## src/rtl/uart_frame_parser_if.sv

```systemverilog
// Byte-stream, command-handshake, payload-read and status signals of the UART frame parser.
// The parser connects through the master modport; the consumer/environment uses slave.
interface uart_frame_parser_if;
    logic [7:0]  rx_data;
    logic        rx_valid;
    logic        rx_error;

    logic        cmd_valid;
    logic        cmd_ready;
    logic        cmd_rw;
    logic [1:0]  cmd_size;
    logic [4:0]  cmd_len;
    logic [31:0] cmd_addr;

    logic [5:0]  data_rd_addr;
    logic [7:0]  data_rd_data;

    logic        err_valid;
    logic [7:0]  err_code;
    logic        overflow;
    logic        parser_busy;

    modport master (
        input  rx_data, rx_valid, rx_error,
        input  cmd_ready, data_rd_addr,
        output cmd_valid, cmd_rw, cmd_size, cmd_len, cmd_addr,
        output data_rd_data,
        output err_valid, err_code, overflow, parser_busy
    );

    modport slave (
        output rx_data, rx_valid, rx_error,
        output cmd_ready, data_rd_addr,
        input  cmd_valid, cmd_rw, cmd_size, cmd_len, cmd_addr,
        input  data_rd_data,
        input  err_valid, err_code, overflow, parser_busy
    );
endinterface

```

## src/rtl/uart_frame_parser.sv

```systemverilog
// Parses SOF/CMD/ADDR/DATA/CRC bridge frames from the UART byte stream, buffers write payload
// and presents one decoded command per frame over a valid/ready handshake.
module uart_frame_parser #(
    parameter logic [7:0]  SOF_BYTE       = 8'hA5,
    parameter int unsigned TIMEOUT_CYCLES = 100000,
    parameter int unsigned MAX_PAYLOAD    = 64
) (
    input  logic              clk,
    input  logic              rst_n,
    uart_frame_parser_if.master bus
);

    localparam int unsigned TMO_W = $clog2(TIMEOUT_CYCLES + 1);
    localparam int unsigned IDX_W = $clog2(MAX_PAYLOAD);
    localparam int unsigned CNT_W = IDX_W + 1;

    localparam logic [7:0] ERR_CRC     = 8'h01;
    localparam logic [7:0] ERR_SIZE    = 8'h02;
    localparam logic [7:0] ERR_TIMEOUT = 8'h03;
    localparam logic [7:0] ERR_BYTE    = 8'h04;

    typedef enum logic [2:0] {
        S_IDLE,
        S_CMD,
        S_ADDR,
        S_DATA,
        S_CRC,
        S_HOLD
    } state_t;

    state_t             state_q, state_d;
    logic               rw_q, rw_d;
    logic [1:0]         size_q, size_d;
    logic [4:0]         len_q, len_d;
    logic [31:0]        addr_q, addr_d;
    logic [7:0]         crc_q, crc_d;
    logic [CNT_W-1:0]   cnt_q, cnt_d;
    logic [TMO_W-1:0]   tmo_q, tmo_d;
    logic               err_valid_q, err_valid_d;
    logic [7:0]         err_code_q, err_code_d;
    logic               overflow_q, overflow_d;
    logic [7:0]         pbuf_q [MAX_PAYLOAD];

    logic               wr_en;
    logic [IDX_W-1:0]   wr_idx;
    logic [CNT_W-1:0]   n_bytes;
    logic               in_frame;
    logic               tmo_hit;

    // CRC-8, polynomial 0x07, MSB first, no reflection
    function automatic logic [7:0] crc8_upd(input logic [7:0] crc, input logic [7:0] din);
        logic [7:0] c;
        c = crc ^ din;
        for (int i = 0; i < 8; i++) begin
            c = c[7] ? ({c[6:0], 1'b0} ^ 8'h07) : {c[6:0], 1'b0};
        end
        return c;
    endfunction

    assign n_bytes  = CNT_W'(len_q) << size_q;
    assign in_frame = (state_q == S_CMD) || (state_q == S_ADDR) ||
                      (state_q == S_DATA) || (state_q == S_CRC);
    assign tmo_hit  = (tmo_q == TMO_W'(TIMEOUT_CYCLES - 1));
    assign wr_idx   = cnt_q[IDX_W-1:0];

    always_comb begin
        state_d     = state_q;
        rw_d        = rw_q;
        size_d      = size_q;
        len_d       = len_q;
        addr_d      = addr_q;
        crc_d       = crc_q;
        cnt_d       = cnt_q;
        err_valid_d = 1'b0;
        err_code_d  = err_code_q;
        overflow_d  = overflow_q;
        wr_en       = 1'b0;
        tmo_d       = '0;

        // Idle gap counter only runs while a frame is partially received
        if (in_frame && !bus.rx_valid) begin
            tmo_d = tmo_q + 1'b1;
        end

        case (state_q)
            S_IDLE: begin
                if (bus.rx_valid && !bus.rx_error && bus.rx_data == SOF_BYTE) begin
                    state_d = S_CMD;
                    cnt_d   = '0;
                    crc_d   = '0;
                end
            end

            S_HOLD: begin
                if (bus.rx_valid) begin
                    overflow_d = 1'b1;
                end
                if (bus.cmd_ready) begin
                    state_d = S_IDLE;
                end
            end

            default: begin
                if (bus.rx_valid && bus.rx_error) begin
                    err_valid_d = 1'b1;
                    err_code_d  = ERR_BYTE;
                    state_d     = S_IDLE;
                end else if (bus.rx_valid) begin
                    case (state_q)
                        S_CMD: begin
                            rw_d   = bus.rx_data[7];
                            size_d = bus.rx_data[5:4];
                            len_d  = {1'b0, bus.rx_data[3:0]} + 5'd1;
                            crc_d  = crc8_upd(8'h00, bus.rx_data);
                            cnt_d  = '0;
                            if (bus.rx_data[5:4] == 2'b11) begin
                                err_valid_d = 1'b1;
                                err_code_d  = ERR_SIZE;
                                state_d     = S_IDLE;
                            end else begin
                                state_d = S_ADDR;
                            end
                        end
                        S_ADDR: begin
                            addr_d = {bus.rx_data, addr_q[31:8]};
                            crc_d  = crc8_upd(crc_q, bus.rx_data);
                            cnt_d  = cnt_q + 1'b1;
                            if (cnt_q == CNT_W'(3)) begin
                                cnt_d   = '0;
                                state_d = rw_q ? S_CRC : S_DATA;
                            end
                        end
                        S_DATA: begin
                            wr_en = 1'b1;
                            crc_d = crc8_upd(crc_q, bus.rx_data);
                            cnt_d = cnt_q + 1'b1;
                            if (cnt_q == n_bytes - 1'b1) begin
                                state_d = S_CRC;
                            end
                        end
                        S_CRC: begin
                            if (bus.rx_data == crc_q) begin
                                state_d = S_HOLD;
                            end else begin
                                err_valid_d = 1'b1;
                                err_code_d  = ERR_CRC;
                                state_d     = S_IDLE;
                            end
                        end
                        default: begin
                            state_d = S_IDLE;
                        end
                    endcase
                end else if (tmo_hit) begin
                    err_valid_d = 1'b1;
                    err_code_d  = ERR_TIMEOUT;
                    state_d     = S_IDLE;
                end
            end
        endcase
    end

    always_ff @(posedge clk or negedge rst_n) begin
        if (!rst_n) begin
            state_q <= S_IDLE;
        end else begin
            state_q <= state_d;
        end
    end

    always_ff @(posedge clk or negedge rst_n) begin
        if (!rst_n) begin
            rw_q        <= 1'b0;
            size_q      <= '0;
            len_q       <= '0;
            addr_q      <= '0;
            crc_q       <= '0;
            cnt_q       <= '0;
            tmo_q       <= '0;
            err_valid_q <= 1'b0;
            err_code_q  <= '0;
            overflow_q  <= 1'b0;
        end else begin
            rw_q        <= rw_d;
            size_q      <= size_d;
            len_q       <= len_d;
            addr_q      <= addr_d;
            crc_q       <= crc_d;
            cnt_q       <= cnt_d;
            tmo_q       <= tmo_d;
            err_valid_q <= err_valid_d;
            err_code_q  <= err_code_d;
            overflow_q  <= overflow_d;
        end
    end

    // Payload buffer; contents past the current frame's length are left stale
    always_ff @(posedge clk or negedge rst_n) begin
        if (!rst_n) begin
            for (int i = 0; i < MAX_PAYLOAD; i++) begin
                pbuf_q[i] <= '0;
            end
        end else if (wr_en) begin
            pbuf_q[wr_idx] <= bus.rx_data;
        end
    end

    assign bus.cmd_valid    = (state_q == S_HOLD);
    assign bus.cmd_rw       = rw_q;
    assign bus.cmd_size     = size_q;
    assign bus.cmd_len      = len_q;
    assign bus.cmd_addr     = addr_q;
    assign bus.data_rd_data = pbuf_q[bus.data_rd_addr];
    assign bus.err_valid    = err_valid_q;
    assign bus.err_code     = err_code_q;
    assign bus.overflow     = overflow_q;
    assign bus.parser_busy  = (state_q != S_IDLE);

endmodule

```

## src/flat_wrapper.sv

```systemverilog
// flat-port wrapper written by rule: the top's interface ports become plain ports
module uart_frame_parser_flat 
#(
    parameter logic [7:0]  SOF_BYTE       = 8'hA5,
    parameter int unsigned TIMEOUT_CYCLES = 100000,
    parameter int unsigned MAX_PAYLOAD    = 64
)
  (clk, rst_n, bus_rx_data, bus_rx_valid, bus_rx_error, bus_cmd_ready, bus_data_rd_addr, bus_cmd_valid, bus_cmd_rw, bus_cmd_size, bus_cmd_len, bus_cmd_addr, bus_data_rd_data, bus_err_valid, bus_err_code, bus_overflow, bus_parser_busy);
  uart_frame_parser_if bus_i ();
  input  logic clk;
  input  logic rst_n;
  input wire logic [$bits(bus_i.rx_data)-1:0] bus_rx_data;
  input wire logic [$bits(bus_i.rx_valid)-1:0] bus_rx_valid;
  input wire logic [$bits(bus_i.rx_error)-1:0] bus_rx_error;
  input wire logic [$bits(bus_i.cmd_ready)-1:0] bus_cmd_ready;
  input wire logic [$bits(bus_i.data_rd_addr)-1:0] bus_data_rd_addr;
  output wire logic [$bits(bus_i.cmd_valid)-1:0] bus_cmd_valid;
  output wire logic [$bits(bus_i.cmd_rw)-1:0] bus_cmd_rw;
  output wire logic [$bits(bus_i.cmd_size)-1:0] bus_cmd_size;
  output wire logic [$bits(bus_i.cmd_len)-1:0] bus_cmd_len;
  output wire logic [$bits(bus_i.cmd_addr)-1:0] bus_cmd_addr;
  output wire logic [$bits(bus_i.data_rd_data)-1:0] bus_data_rd_data;
  output wire logic [$bits(bus_i.err_valid)-1:0] bus_err_valid;
  output wire logic [$bits(bus_i.err_code)-1:0] bus_err_code;
  output wire logic [$bits(bus_i.overflow)-1:0] bus_overflow;
  output wire logic [$bits(bus_i.parser_busy)-1:0] bus_parser_busy;
  assign bus_i.rx_data = bus_rx_data;
  assign bus_i.rx_valid = bus_rx_valid;
  assign bus_i.rx_error = bus_rx_error;
  assign bus_i.cmd_ready = bus_cmd_ready;
  assign bus_i.data_rd_addr = bus_data_rd_addr;
  assign bus_cmd_valid = bus_i.cmd_valid;
  assign bus_cmd_rw = bus_i.cmd_rw;
  assign bus_cmd_size = bus_i.cmd_size;
  assign bus_cmd_len = bus_i.cmd_len;
  assign bus_cmd_addr = bus_i.cmd_addr;
  assign bus_data_rd_data = bus_i.data_rd_data;
  assign bus_err_valid = bus_i.err_valid;
  assign bus_err_code = bus_i.err_code;
  assign bus_overflow = bus_i.overflow;
  assign bus_parser_busy = bus_i.parser_busy;
  uart_frame_parser #(.SOF_BYTE(SOF_BYTE), .TIMEOUT_CYCLES(TIMEOUT_CYCLES), .MAX_PAYLOAD(MAX_PAYLOAD)) u_core (.clk(clk), .rst_n(rst_n), .bus(bus_i));
endmodule
```

## config.mk

```make
export PLATFORM = sky130hd
export DESIGN_NAME = uart_frame_parser_flat
export DESIGN_NICKNAME = d
export VERILOG_FILES = /design/src/rtl/uart_frame_parser_if.sv /design/src/rtl/uart_frame_parser.sv /design/src/flat_wrapper.sv
export SDC_FILE = /design/constraint.sdc
export NUM_CORES = 1
export LEC_CHECK = 0
export CAP_MARGIN = 10
export CORE_ASPECT_RATIO = 0.6
export CORE_MARGIN = 3
export CORE_UTILIZATION = 39
export DETAILED_ROUTE_END_ITERATION = 8
export GPL_ROUTABILITY_DRIVEN = 0
export GPL_TIMING_DRIVEN = 0
export SLEW_MARGIN = 0
export SYNTH_ARGS = -nofsm -noshare
export SYNTH_HDL_FRONTEND = slang
export SYNTH_SLANG_ARGS = --single-unit
```

## constraint.sdc

```tcl
create_clock -name clk -period 2.8 [get_ports clk]
set_input_delay 0.56 -clock clk [delete_from_list [all_inputs] [get_ports clk]]
set_output_delay 0.56 -clock clk [all_outputs]
set_load 0.005 [all_outputs]
```

==> reports/metrics.yaml, run 1 <==
floorplan:
  ios: 79
  die_area_um2: 74600
  die_height_um: 213
  dieWidth_um: 351
  initial_core_util_pct: 39.6
  core_area_um2: 70200
  placementRows: 75
power_and_ir_drop:
  powerDensity_nw_per_um2: 638
  p_total_w: 0.0211
  vdd_drop_max_mv: 0.480
  p_leak_nw: 15.5
critical_path:
  endpoint_kind: "output port"
  crit_top_cell: "mux4_2"
  cp_max_fo: 10
  crit_arrival_ns: 2.87
  crit_required_ns: 2.24
  cp_cell_sequence: "clkbuf_4 -> clkbuf_8 -> mux4_2 -> mux4_2 -> mux4_2 -> buf_6"
  cp-startpoint: "bus_data_rd_addr[1]"
  slowest_delay_ns: 0.58
  cp_num_buf_inv: 3
  cp_slowest_cell: "mux4_2"
  reg2reg_from: "u_core.cnt_q[5]$_DFFE_PN0P_"
  worstSetupPathType: "input port to output port"
  cp-start-kind: "input port"
  cp_top_family: "multiplexers"
logic_synthesis:
  synth_area_leaders: "dfrtp_1 (53%), mux2_2 (21%), mux4_2 (13%), clkbuf_1 (1.3%), xnor2_1 (1.1%)"
  yosysTopAreaCell: "dfrtp_1"
  synth_ff_type: "dfrtp_1"
  synth_area_um2: 27800
  synth-edff-count: 0
  synth_top_area_share_pct: 53.3
  yosysSeqAreaShare_pct: 53.3
  synth_common_cells: "dfrtp_1 (592), mux2_2 (529), mux4_2 (166)"
  avgSynthCellArea_um2: 15.2
  yosysWarnings: 0
  yosys.cell_types.count: 62
  async_flop_share_pct: 100
  synthMostInstantiatedCell: "dfrtp_1"
  syn_inst: 1831
  ys_ff_latch: 592
clock_tree:
  cts_tree: "built"
  cts.htree.levels: 2
  path_clk_slew_ns: 0.07
  clock_path_buffers: 3
  clk_latency_ns: 0.61
  cts.sinks: 592
  root_buffer: "clkbuf_16"
  cts_buffers: 55
detailed_routing:
  totalWireLength_mm: 87.4
  ant_nets: 0
  drtIter0Drc: 1675
  drc: 0
  num_vias: 17480
  first_pass_iters: 6
  avgRoutedWirePerCell_um: 29.4
  viasPerCell: 5.88
worst_hold_path:
  worstHoldStart: "u_core.bus.overflow$_DFFE_PN0P_"
  hold_class: "register to register"
global_route:
  grt_pass1_wl_mm: 127
  grt_usage_pct: 23.8
  antenna_found_initial: 5
  grt_pass1_vias: 17690
  grt_max_degree: 121
  grt_overflow: 0
timing:
  rsz0062_at_grt: "yes"
  fmax_mhz: 292
  slew_headroom_pct: 16.0
  setup_ws_ns: -0.629
  finalHoldViolCount: 0
  finalMaxSlewViolations: 0
  period_needed_ns: 3.43
  skew_ns: 0.0167
  min_period_over_period_pct: 122
  setup_viol: 9
  worst_slew_pin_slew_ns: 1.26
  setup-tns-final_ns: -4.60
flow_run:
  maxCapViolCount: 0
layout:
  n_fill_cell: 6016
  area_delta_synth_final_pct: 19.3
  finalNetCount: 2035
  drive_above_1_share_pct: 48.8
status:
  violations: "negative setup slack"
  outcome: "complete, but fails checks"
place:
  hpwl_mm: 62.0
  port_buffers: 67
## sequential cells by signal, indices dropped and copies added, names as in the netlist
signal,flops
u_core.bus.cmd_addr,32
u_core.bus.cmd_size,2
u_core.bus.err_code,3
u_core.bus.err_valid,1
u_core.cnt_q,7
u_core.pbuf_q,512
u_core.bus.cmd_len,5
u_core.state_q,3
u_core.bus.overflow,1
u_core.crc_q,8
u_core.tmo_q,17
u_core.bus.cmd_rw,1
## cells in the final DEF, fill, tap and decap left out, types with 10 or more instances in the layout
master	synthesis	final
dfrtp_1	592	590
mux2_2	529	527
mux4_2	166	166
clkbuf_1	97	74
clkbuf_16	0	57
clkdlybuf4s50_1	0	54
nor2_1	48	47
nand2_1	69	39
xnor2_1	35	35
nand2_2	8	34
buf_12	0	32
nor2_4	0	30
buf_4	18	28
o21ai_0	29	27
xor2_1	23	23
clkbuf_8	0	21
mux2_1	19	19
nand3_1	18	16
clkbuf_2	0	14
buf_16	0	13
ha_1	13	13
clkbuf_4	0	10
## through the flow
stage	cells	hold WS, ns	instance area, um2	util [%]	setup slack, ns
floorplan	1835	0.264	28000	-	-0.0250
detailed placement	2831	0.455	29900	42.6	-2.14
global placement	2826	0.440	29800	42.4	-24.89
global route	2970	0.501	33100	47.2	-0.676
CTS	2952	0.470	32600	46.5	-0.625
finish	2971	0.467	33100	47.2	-0.629
## cell type report
type | instances | area, um2 | share of cell area [%]
well taps | 924 | 1160 | 3.49
inverters | 10 | 37.5 | 0.113
clock inverters | 14 | 273 | 0.823
flip-flops and latches | 592 | 14800 | 44.7
diodes | 1 | 2.50 | 0.00755
repair buffers | 113 | 1480 | 4.46
clock buffers | 86 | 1680 | 5.06
multi-input cells | 1099 | 12700 | 38.4
plain buffers | 132 | 982 | 2.96
## report_power, final
| group | total (W) | switching [W] | internal [W] |
|---|---|---|---|
| logic | 0.00352 | 0.00185 | 0.00166 |
| clock network | 0.00822 | 0.00339 | 0.00483 |
| registers | 0.00940 | 0.000427 | 0.00898 |
## path summary, 6_finish.rpt
| check | endpoint | slack (ns) | depth (start not counted) |
|---|---|---|---|
| setup reg to reg | u_core.cnt_q[3]$_DFFE_PN0P_ | 0.13 | 8 |
| hold reg to reg | u_core.bus.overflow$_DFFE_PN0P_ | 0.47 | 1 |
| setup / recovery | bus_data_rd_data[5] | -0.63 | 6 |
| max in group asynchronous | u_core.pbuf_q[91]$_DFFE_PN0P_ | 0.45 | 5 |
| min in group asynchronous | u_core.pbuf_q[385]$_DFFE_PN0P_ | 0.51 | 2 |
| hold / removal | u_core.bus.overflow$_DFFE_PN0P_ | 0.47 | 1 |
## worst reg2reg max path, delay by kind of cell (launching register included)
family          cells  cell delay, ns
simple gates        3            0.95
compound gates      3            0.65
buf+inv             2            0.56
flops               1            0.36
## what timing repair did
item,in CTS,in global routing
pin swaps,9,21
hold buffers,1,0
hold endpoints to repair,28,0
setup endpoints to repair,527,304
buffers inserted,18,19
resized for setup,173,58
cloned,3,0
## cells by family after synthesis
kind of cell	synth area share [%]
compound gates	1.75
xor+xnor	1.99
fa+ha+maj	0.586
buf+inv	2.23
flops	53.3
mux	36.0
other cells	0.0135
simple gates	4.11
## metal layers
metal,up-vias,wire length (um),track usage [%]
met3,109,10300,9.39
met2,749,33700,30.8
li1,7104,-,-
met4,0,1580,4.29
met1,9518,41800,37.3
met5,-,0,0
Note: power is estimated with default switching activity, not from simulation.
==> inputs of run 2 (changes only) <==
CELL_PAD_IN_SITES_DETAIL_PLACEMENT = 1   (was unset)
CELL_PAD_IN_SITES_GLOBAL_PLACEMENT = 2   (was unset)
CORE_MARGIN = unset   (was 3)
PLACE_DENSITY_LB_ADDON = 0.1   (was unset)
==> run 2 against run 1 <==
Net effect: flip-flop and latch count stayed put; sequential share of layout area is 0.23 points lower; die area is 3.0% lower; the flow still finishes with violations (negative setup slack); highest routed layer unchanged; clock skew is 0.0098 ns higher; clock-buffer cell count is 3 lower; critical path depth is 2 lower; clock power is 3.9% higher; hold slack worse by 0.0033 ns; total power is 1.9% higher; setup slack worse by 0.013 ns; routed wire length is 8.8% higher; largest cell class unchanged; cell count is 0.71% higher.
==> reports/metrics.yaml, run 2 (synthesized netlist as in run 1, its figures left out) <==
timing:
  fmax_mhz: 291
  worst_slew_pin_slew_ns: 1.27
  finalMaxSlewViolations: 0
  min_period_over_period_pct: 123
  skew_ns: 0.0265
  setup_viol: 8
  slew_headroom_pct: 15.1
  rsz0062_at_grt: "yes"
  setup_ws_ns: -0.642
  hold-worst-slack_ns: 0.463
  period_needed_ns: 3.44
  finalHoldViolCount: 0
floorplan:
  placementRows: 75
  ios: 79
  initial_core_util_pct: 39.6
  die_area_um2: 72300
  dieWidth_um: 347
  core_area_um2: 70200
  die_height_um: 209
layout:
  layout.cells.most_common: "dfrtp_1"
  regArea_um2: 14800
  largest_reg_flops: 512
  largest_register: "u_core.pbuf_q"
  n_fill_cell: 6772
  finalNetCount: 2046
  area_delta_synth_final_pct: 19.9
  multi_input_area_um2: 12700
  final_area_um2: 33300
  drive_above_1_share_pct: 49.3
  final_cell_mix: "dfrtp_1 (590), mux2_2 (528), mux4_2 (166)"
critical_path:
  cp_num_buf_inv: 1
  crit_required_ns: 2.24
  cp.depth: 4
  cp_max_fo: 2
  reg2reg_from: "u_core.cnt_q[4]$_DFFE_PN0P_"
  crit_top_cell: "mux4_2"
  endpoint_kind: "output port"
  cp-startpoint: "u_core.pbuf_q[64]$_DFFE_PN0P_"
  cp-start-kind: "register"
  slowest_delay_ns: 0.60
  worstSetupPathType: "register to output port"
  rr_worst_depth: 5
  cp_cell_sequence: "mux4_2 -> mux4_2 -> mux4_2 -> buf_2"
  cp_slowest_cell: "mux4_2"
  crit_arrival_ns: 2.88
  cp_top_family: "multiplexers"
clock_tree:
  cts.sinks: 592
  clk_latency_ns: 0.65
  root_buffer: "clkbuf_16"
  cts_buffers: 58
  cts.htree.levels: 2
  path_clk_slew_ns: 0.07
  clock_path_buffers: 3
  cts_tree: "built"
detailed_routing:
  ant_nets: 0
  first_pass_iters: 5
  drc: 0
  totalWireLength_mm: 95.1
  drtIter0Drc: 1405
  viasPerCell: 5.83
  num_vias: 17438
  avgRoutedWirePerCell_um: 31.8
power_and_ir_drop:
  switching_share_pct: 27.6
  p_clk_share_pct: 39.7
  comb_power_share_pct: 16.5
  p_total_w: 0.0215
  powerDensity_nw_per_um2: 647
  p_sw_w: 0.00595
  internal_power_w: 0.0156
  p_leak_nw: 15.6
  vdd_drop_max_mv: 0.463
  seqPwrFrac_pct: 43.8
flow_run:
  maxCapViolCount: 0
global_route:
  grt_max_degree: 129
  grt_usage_pct: 27.0
  grt_pass1_vias: 18369
  grt_overflow: 0
  antenna_found_initial: 13
  grt_pass1_wl_mm: 139
worst_hold_path:
  worstHoldStart: "bus_rx_valid"
  hold_class: "input port to register"
  worstHoldPathCells: 3
place:
  hpwl_mm: 67.0
  place_area_um2: 30000
  port_buffers: 67
status:
  outcome: "complete, but fails checks"
  violations: "negative setup slack"
==> run 2: cell count changes in the layout (fill, tap and decap cells not counted), moves of 4 or more <==
cell | previous run | this run
buf_6 | 9 | 3
nand2_1 | 39 | 43
clkbuf_4 | 10 | 18
clkbuf_8 | 21 | 17
diode_2 | 1 | 6
clkinv_2 | 5 | 11
==> run 2: routing by layer <==
metal / routed length [um] / up-vias / GRT usage [%]
met1: 47500 / 9689 / 44.2
met4: 1570 / 0 / 5.31
met2: 38400 / 512 / 36.0
li1: - / 7137 / -
met5: 0 / - / 0
met3: 7630 / 100 / 6.14
==> run 2: through the flow <==
step | worst slack, ns | utilization (%) | instances | setup TNS [ns]
3_5_place_dp | -2.15 | 42.7 | 2832 | -536.02
5_1_grt | -0.725 | 47.4 | 2986 | -5.10
6_report | -0.642 | 47.4 | 2992 | -4.67
4_1_cts | -0.675 | 46.9 | 2974 | -5.14
2_1_floorplan | -0.0250 | - | 1835 | -0.150
3_3_place_gp | -25.67 | 42.4 | 2826 | -
==> run 2: layout make-up <==
type                            instances  area share [%]
Timing Repair Buffer                  122            4.81
Clock inverter                         25            1.07
Inverter                               10           0.113
Multi-Input combinational cell       1099            38.1
Clock buffer                           83            5.06
Sequential cell                       592            44.5
Antenna cell                            6          0.0451
Tap cell                              924            3.47
Buffer                                131            2.85
==> run 2: final timing paths <==
path,end,slack [ns]
max in group asynchronous,u_core.pbuf_q[86]$_DFFE_PN0P_,0.42
min in group asynchronous,u_core.bus.cmd_addr[31]$_DFFE_PN0P_,0.48
setup reg to reg,u_core.pbuf_q[138]$_DFFE_PN0P_,0.07
hold reg to reg,u_core.bus.overflow$_DFFE_PN0P_,0.48
setup / recovery,bus_data_rd_data[0],-0.64
hold / removal,u_core.bus.err_code[2]$_DFFE_PN0P_,0.46
==> run 2: repair_timing <==
item / CTS / global route
hold buffers: 1 / 0
gates cloned: 4 / 0
pin swaps: 18 / 11
setup endpoints to repair: 543 / 440
hold endpoints to repair: 21 / 0
gates resized for setup: 161 / 45
setup buffers: 31 / 13
==> run 2: tightest hold or removal path: stages <==
cell	delay (ns)
dlygate4sd2_1	0.34
nand2_1	0.09
o21ai_0	0.07
==> run 2: power by group through the flow <==
stage / registers [W] / clock network, W / logic, W
after floorplan: 0.00945 / 0 / 0.00201
after global placement: 0.00958 / 0 / 0.00334
after detailed placement: 0.00957 / 0 / 0.00343
after CTS: 0.00942 / 0.00875 / 0.00354
after global routing: 0.00949 / 0.00904 / 0.00389
final: 0.00943 / 0.00854 / 0.00356
